`config.mk`:
```
export PLATFORM = sky130hd
export DESIGN_NAME = demux3_onehot_buf_flat
export DESIGN_NICKNAME = d
export VERILOG_FILES = /design/src/rtl/demux3_onehot_buf_pkg.sv /design/src/rtl/demux3_onehot_buf_if.sv /design/src/rtl/demux3_onehot_buf_slot.sv /design/src/rtl/demux3_onehot_buf.sv /design/src/flat_wrapper.sv
export SDC_FILE = /design/constraint.sdc
export NUM_CORES = 1
export LEC_CHECK = 0
export BUFFER_PORTS_ARGS = -buffer_cell sky130_fd_sc_hd__buf_2
export CAP_MARGIN = 40
export CORE_ASPECT_RATIO = 0.75
export CORE_UTILIZATION = 45
export CTS_CLUSTER_SIZE = 28
export DETAILED_ROUTE_END_ITERATION = 16
export PLACE_DENSITY = 0.85
export SLEW_MARGIN = 25
export SYNTH_ARGS = -nofsm -noshare
export SYNTH_HDL_FRONTEND = slang
export SYNTH_SLANG_ARGS = --single-unit
```
`constraint.sdc`:
```
create_clock -name clk -period 4.8 [get_ports clk]
set_input_delay 0.72 -clock clk [delete_from_list [all_inputs] [get_ports clk]]
set_output_delay 0.72 -clock clk [all_outputs]
set_load 0.01 [all_outputs]
```
`src/rtl/demux3_onehot_buf_pkg.sv`:
```
// Shared select encoding and legality check for the one-hot 3-way mux/demux pair.
// Keeping them here keeps the mux and this block decoding Sel the same way.
package demux3_onehot_buf_pkg;

  localparam int SEL_W = 3;
  localparam int NUM_CH = 3;

  localparam logic [SEL_W-1:0] SEL_CH1 = 3'b001;
  localparam logic [SEL_W-1:0] SEL_CH2 = 3'b010;
  localparam logic [SEL_W-1:0] SEL_CH3 = 3'b100;

  // True only for exactly one bit set; 000 and multi-hot patterns are illegal.
  function automatic logic onehot3(input logic [SEL_W-1:0] sel);
    return (sel == SEL_CH1) || (sel == SEL_CH2) || (sel == SEL_CH3);
  endfunction

endpackage

```
`src/rtl/demux3_onehot_buf_if.sv`:
```
// Source stream, three sink streams and the illegal-select status of the demux.
interface demux3_onehot_buf_if #(
  parameter int WIDTH     = 32,
  parameter int ERR_CNT_W = 8
);
  logic [WIDTH-1:0]     InputData;
  logic                 InputValid;
  logic                 InputReady;
  logic [2:0]           Sel;

  logic [WIDTH-1:0]     OutputData1;
  logic [WIDTH-1:0]     OutputData2;
  logic [WIDTH-1:0]     OutputData3;
  logic                 OutputValid1;
  logic                 OutputValid2;
  logic                 OutputValid3;
  logic                 OutputReady1;
  logic                 OutputReady2;
  logic                 OutputReady3;

  logic                 SelError;
  logic [ERR_CNT_W-1:0] ErrCount;

  modport master (
    output InputData, InputValid, Sel,
    output OutputReady1, OutputReady2, OutputReady3,
    input  InputReady,
    input  OutputData1, OutputData2, OutputData3,
    input  OutputValid1, OutputValid2, OutputValid3,
    input  SelError, ErrCount
  );

  modport slave (
    input  InputData, InputValid, Sel,
    input  OutputReady1, OutputReady2, OutputReady3,
    output InputReady,
    output OutputData1, OutputData2, OutputData3,
    output OutputValid1, OutputValid2, OutputValid3,
    output SelError, ErrCount
  );
endinterface

```
`src/rtl/demux3_onehot_buf_slot.sv`:
```
// One-entry registered output slot with valid/ready handshake and a load strobe.
module demux_slot #(
  parameter int WIDTH = 32
) (
  input  logic             clk,
  input  logic             rst,
  input  logic             load,
  input  logic [WIDTH-1:0] loadData,
  input  logic             outReady,
  output logic [WIDTH-1:0] outData,
  output logic             outValid,
  output logic             canAccept
);

  // Empty, or draining this cycle: allows a full 1 word/cycle stream.
  assign canAccept = ~outValid | outReady;

  // NOTE: sequential state uses non-blocking assignments so every register
  // samples pre-edge values, independent of block ordering.
  always_ff @(posedge clk) begin
    if (rst) begin
      // NOTE: data is reset as well as valid so the sink never sees X after reset.
      outValid <= 1'b0;
      outData  <= '0;
    end else if (load) begin
      outValid <= 1'b1;
      outData  <= loadData;
    end else if (outValid && outReady) begin
      outValid <= 1'b0;
    end
  end

endmodule

```
`src/rtl/demux3_onehot_buf.sv`:
```
// One-hot 1:3 stream demux with per-sink registered slots; illegal selects are
// consumed, flagged with a one-cycle pulse and counted (saturating).
module demux3_onehot_buf
  import demux3_onehot_buf_pkg::*;
#(
  parameter int WIDTH     = 32,
  parameter int ERR_CNT_W = 8
) (
  input logic clk,
  input logic rst,
  demux3_onehot_buf_if.slave bus
);

  logic                 selLegal;
  logic [NUM_CH-1:0]    chReady;
  logic [NUM_CH-1:0]    canAccept;
  logic [NUM_CH-1:0]    load;
  logic [NUM_CH-1:0]    slotValid;
  logic [WIDTH-1:0]     slotData [NUM_CH];
  logic                 illegalAccept;
  logic                 selError;
  logic [ERR_CNT_W-1:0] errCount;

  assign selLegal = onehot3(bus.Sel);
  assign chReady  = {bus.OutputReady3, bus.OutputReady2, bus.OutputReady1};

  // With a legal Sel exactly one bit survives the AND; illegal words are always taken.
  assign bus.InputReady = selLegal ? |(bus.Sel & canAccept) : 1'b1;
  assign load           = {NUM_CH{bus.InputValid & selLegal}} & bus.Sel & canAccept;
  assign illegalAccept  = bus.InputValid & ~selLegal;

  for (genvar k = 0; k < NUM_CH; k++) begin : g_slot
    demux_slot #(.WIDTH(WIDTH)) u_slot (
      .clk       (clk),
      .rst       (rst),
      .load      (load[k]),
      .loadData  (bus.InputData),
      .outReady  (chReady[k]),
      .outData   (slotData[k]),
      .outValid  (slotValid[k]),
      .canAccept (canAccept[k])
    );
  end

  always_ff @(posedge clk) begin
    if (rst) begin
      selError <= 1'b0;
      errCount <= '0;
    end else begin
      selError <= illegalAccept;
      if (illegalAccept && (errCount != '1)) begin
        errCount <= errCount + 1'b1;
      end
    end
  end

  assign bus.OutputData1  = slotData[0];
  assign bus.OutputData2  = slotData[1];
  assign bus.OutputData3  = slotData[2];
  assign bus.OutputValid1 = slotValid[0];
  assign bus.OutputValid2 = slotValid[1];
  assign bus.OutputValid3 = slotValid[2];
  assign bus.SelError     = selError;
  assign bus.ErrCount     = errCount;

endmodule

```
`src/flat_wrapper.sv`:
```
// flat-port wrapper written by rule: the top's interface ports become plain ports
module demux3_onehot_buf_flat import demux3_onehot_buf_pkg::*;
#(
  parameter int WIDTH     = 32,
  parameter int ERR_CNT_W = 8
)
  (clk, rst, bus_InputData, bus_InputValid, bus_Sel, bus_OutputReady1, bus_OutputReady2, bus_OutputReady3, bus_InputReady, bus_OutputData1, bus_OutputData2, bus_OutputData3, bus_OutputValid1, bus_OutputValid2, bus_OutputValid3, bus_SelError, bus_ErrCount);
  demux3_onehot_buf_if #(.WIDTH(WIDTH), .ERR_CNT_W(ERR_CNT_W)) bus_i ();
  input logic clk;
  input logic rst;
  input wire logic [$bits(bus_i.InputData)-1:0] bus_InputData;
  input wire logic [$bits(bus_i.InputValid)-1:0] bus_InputValid;
  input wire logic [$bits(bus_i.Sel)-1:0] bus_Sel;
  input wire logic [$bits(bus_i.OutputReady1)-1:0] bus_OutputReady1;
  input wire logic [$bits(bus_i.OutputReady2)-1:0] bus_OutputReady2;
  input wire logic [$bits(bus_i.OutputReady3)-1:0] bus_OutputReady3;
  output wire logic [$bits(bus_i.InputReady)-1:0] bus_InputReady;
  output wire logic [$bits(bus_i.OutputData1)-1:0] bus_OutputData1;
  output wire logic [$bits(bus_i.OutputData2)-1:0] bus_OutputData2;
  output wire logic [$bits(bus_i.OutputData3)-1:0] bus_OutputData3;
  output wire logic [$bits(bus_i.OutputValid1)-1:0] bus_OutputValid1;
  output wire logic [$bits(bus_i.OutputValid2)-1:0] bus_OutputValid2;
  output wire logic [$bits(bus_i.OutputValid3)-1:0] bus_OutputValid3;
  output wire logic [$bits(bus_i.SelError)-1:0] bus_SelError;
  output wire logic [$bits(bus_i.ErrCount)-1:0] bus_ErrCount;
  assign bus_i.InputData = bus_InputData;
  assign bus_i.InputValid = bus_InputValid;
  assign bus_i.Sel = bus_Sel;
  assign bus_i.OutputReady1 = bus_OutputReady1;
  assign bus_i.OutputReady2 = bus_OutputReady2;
  assign bus_i.OutputReady3 = bus_OutputReady3;
  assign bus_InputReady = bus_i.InputReady;
  assign bus_OutputData1 = bus_i.OutputData1;
  assign bus_OutputData2 = bus_i.OutputData2;
  assign bus_OutputData3 = bus_i.OutputData3;
  assign bus_OutputValid1 = bus_i.OutputValid1;
  assign bus_OutputValid2 = bus_i.OutputValid2;
  assign bus_OutputValid3 = bus_i.OutputValid3;
  assign bus_SelError = bus_i.SelError;
  assign bus_ErrCount = bus_i.ErrCount;
  demux3_onehot_buf #(.WIDTH(WIDTH), .ERR_CNT_W(ERR_CNT_W)) u_core (.clk(clk), .rst(rst), .bus(bus_i));
endmodule
```
==> flow_summary_export.csv <==
group,metric,value,unit
run,max_cap_viol_count,0,
run_status,status,"complete, no violations",
setup_path,crit_path_end_kind,"output pin",
sta,finClkSkew,0.00597,ns
route,drc,0,
setup_path,r2r-start,"u_core.bus.ErrCount[0]$_SDFFE_PP0P_",
synth,synth-simple-area-share,0.244,
sta,finalCriticalPeriod,2.35,ns
sta,hold_violations,0,
synth,synth_fa_ha_area_frac,0.00322,
pwr,powerDensity,351,mW/mm²
setup_path,timing.rr.end,"u_core.bus.ErrCount[7]$_SDFFE_PP0P_",
sta,setup_viol_count_final,0,
clock_network,post_cts_buffers,0,
die,row_count,28,
synth,yosys.cell_types.count,25,
synth,synth-xor-area-share,0,
sta,tightest_slew,0.674,ns
pwr,p_leak,2.14,nW
min_path,hp-class,"reg -> reg",
global_route,grt-ovfl-total,0,
pwr,ir_worst_vdd,231,µV
setup_path,crit_type,"in -> out",
route,drt_first_iter_violations,281,
die,die_w,109,µm
route,ant_nets,0,
clock_network,clk_path_buf_depth,2,
setup_path,crit_required,4.08,ns
setup_path,worst_r2r_path_depth,5,
route,viasPerCell,5.16,
route,wl,10400,µm
placed_design,place_congestion,0.812,
route,wl_per_cell,14.1,µm
global_route,grt_pass1_vias,3487,
synth,synth-compound-area-share,0.158,
sta,rsz0062_at_grt,"no",
route,firstDrtPassIters,4,
placed_design,dpl.hpwl,7060,µm
synth,synth-async-reset-ratio,0,
clock_network,root_buffer,"clkbuf_16",
placed_design,port_buffers,149,
layout,final_nets,669,
synth,syn_nets,538,
layout,final_cell_mix,"200 x nand2_1, 148 x buf_2, 108 x dfxtp_1",
setup_path,r2r_setup_slack,3.08,ns
setup_path,cp-start-kind,"input pin",
sta,maxSlewViolCount,0,
die,pin_count,150,
die,die_y,82.5,µm
clock_network,cts_htree_levels,3,
setup_path,critPathMaxFanout,5,
global_route,antenna_found_initial,0,
route,vias,3800,
sta,tns,0,ns
sta,max-slew-margin-rel,0.551,
global_route,grt_max_degree,66,
synth,ys_seq_elements,108,
layout,area.growth.synth_to_final,27.9,%
layout,antennaDiodeCount,0,
clock_network,clock_latency,0.34,ns
clock_network,numCtsBuffers,9,
layout,design_area,0.00498,mm²
clock_network,cts.clk_slew.worst_paths,0.07,ns
die,die_area,0.00902,mm²
setup_path,worstPathArrival,1.63,ns
global_route,grt_pass1_wl,16100,µm
layout,drive_above_1_share,0.271,
sta,fin_crit_sh,0.491,
setup_path,endpoint,"bus_InputReady",
synth,synth_area,0.00389,mm²
synth,synthMuxAreaShare,0.00257,
clock_network,ctsHoldBuffers,0,
layout,final_common_cell,"nand2_1",
clock_network,cts-resized-gates,0,
global_route,grt_usage,0.229,
sta,fmax,425,MHz
clock_network,cts_sinks,108,
synth,synth_edf_count,0,
synth,syn_inst,496,
clock_network,cts_tree,"built",
die,start_util,0.479,
synth,ys_seq_area_frac,0.556,
synth,synth_area_per_cell,7.84,µm²
placed_design,dpl_cell_area,0.00470,mm²
synth,synth_warnings,0,
synth,ys.flop_type,"dfxtp_1",
setup_path,crit_start,"bus_Sel[2]",
die,core_area,0.00813,mm²
synth,synth_top_family_by_area,"simple AND/OR/NAND/NOR gates",
[report_power, final]
group,switching [mW],internal (mW),total [mW]
clock,0.317,0.379,0.696
combinational,0.0781,0.0448,0.123
sequential,0.0109,0.915,0.926
total,0.406,1.34,1.74
[worst min-delay path by stage]
stage,startpoint,end,slack [ns],depth (start not counted)
finish,u_core.g_slot[0].u_slot.outData[31]$_SDFFE_PP0P_,u_core.g_slot[0].u_slot.outData[31]$_SDFFE_PP0P_,0.45,2
global route,u_core.g_slot[2].u_slot.outData[12]$_SDFFE_PP0P_,u_core.g_slot[2].u_slot.outData[12]$_SDFFE_PP0P_,0.47,2
CTS,u_core.g_slot[0].u_slot.outData[31]$_SDFFE_PP0P_,u_core.g_slot[0].u_slot.outData[31]$_SDFFE_PP0P_,0.45,2
detailed placement,u_core.g_slot[0].u_slot.outData[31]$_SDFFE_PP0P_,u_core.g_slot[0].u_slot.outData[31]$_SDFFE_PP0P_,0.44,2
global placement,u_core.g_slot[0].u_slot.outData[6]$_SDFFE_PP0P_,u_core.g_slot[0].u_slot.outData[6]$_SDFFE_PP0P_,0.44,2
floorplan,u_core.g_slot[0].u_slot.outData[0]$_SDFFE_PP0P_,u_core.g_slot[0].u_slot.outData[0]$_SDFFE_PP0P_,0.48,2
[metrics by stage]
| step | hold slack [ns] | util | total power [mW] | cells | worst slack (ns) |
|---|---|---|---|---|---|
| final | 0.452 | 0.612 | 1.74 | 737 | 2.45 |
| after global routing | 0.468 | 0.612 | 1.80 | 737 | 2.39 |
| after CTS | 0.453 | 0.612 | 1.76 | 737 | 2.47 |
| after detailed placement | 0.443 | 0.578 | 1.07 | 721 | 2.31 |
| after global placement | 0.438 | 0.574 | 1.06 | 720 | 2.30 |
| after floorplan | 0.481 | - | 1.01 | 496 | 2.79 |
[critical path: stages]
cell and delay (ns):
buf_2 0.12, nor2b_1 0.30, a22oi_1 0.15, o22a_1 0.21
buf_2 0.13
[routing by layer]
metal	up-vias	track usage	wire length, µm
met3	9	0.0730	913
li1	1885	-	-
met2	154	0.362	4660
met1	1752	0.293	4690
met5	-	0	0
met4	0	0.0880	109
[synth_stat cells, types with 3 or more instances]
library cell,number,area (µm²)
nand2_1,200,751
dfxtp_1,108,2160
a21oi_1,105,526
clkbuf_1,28,105
buf_2,7,35.0
nand3_1,5,25.0
nor2_1,5,18.8
nor2b_1,5,31.3
o31ai_1,5,37.5
nand2b_1,4,25.0
or4_1,4,30.0
nand4_1,3,18.8
or3_1,3,18.8
[registers in the layout (all words and copies together) (netlist names)]
register / cells
u_core.bus.SelError: 1
u_core.g_slot.u_slot.outData: 96
u_core.bus.ErrCount: 8
u_core.g_slot.u_slot.outValid: 3
[kinds of logic after synthesis]
logic type,count (synthesis)
simple gates,233
compound gates,117
flops,108
buf+inv,36
mux,1
fa+ha+maj,1
[cell type report]
type | instances | area (µm²)
multi-input cells | 352 | 1590
fillers | 724 | 3150
clock inverters | 4 | 23.8
flip-flops and latches | 108 | 2160
inverters | 1 | 3.75
repair buffers | 155 | 813
clock buffers | 12 | 256
well taps | 105 | 131
Note: power is estimated with default switching activity, not from simulation.
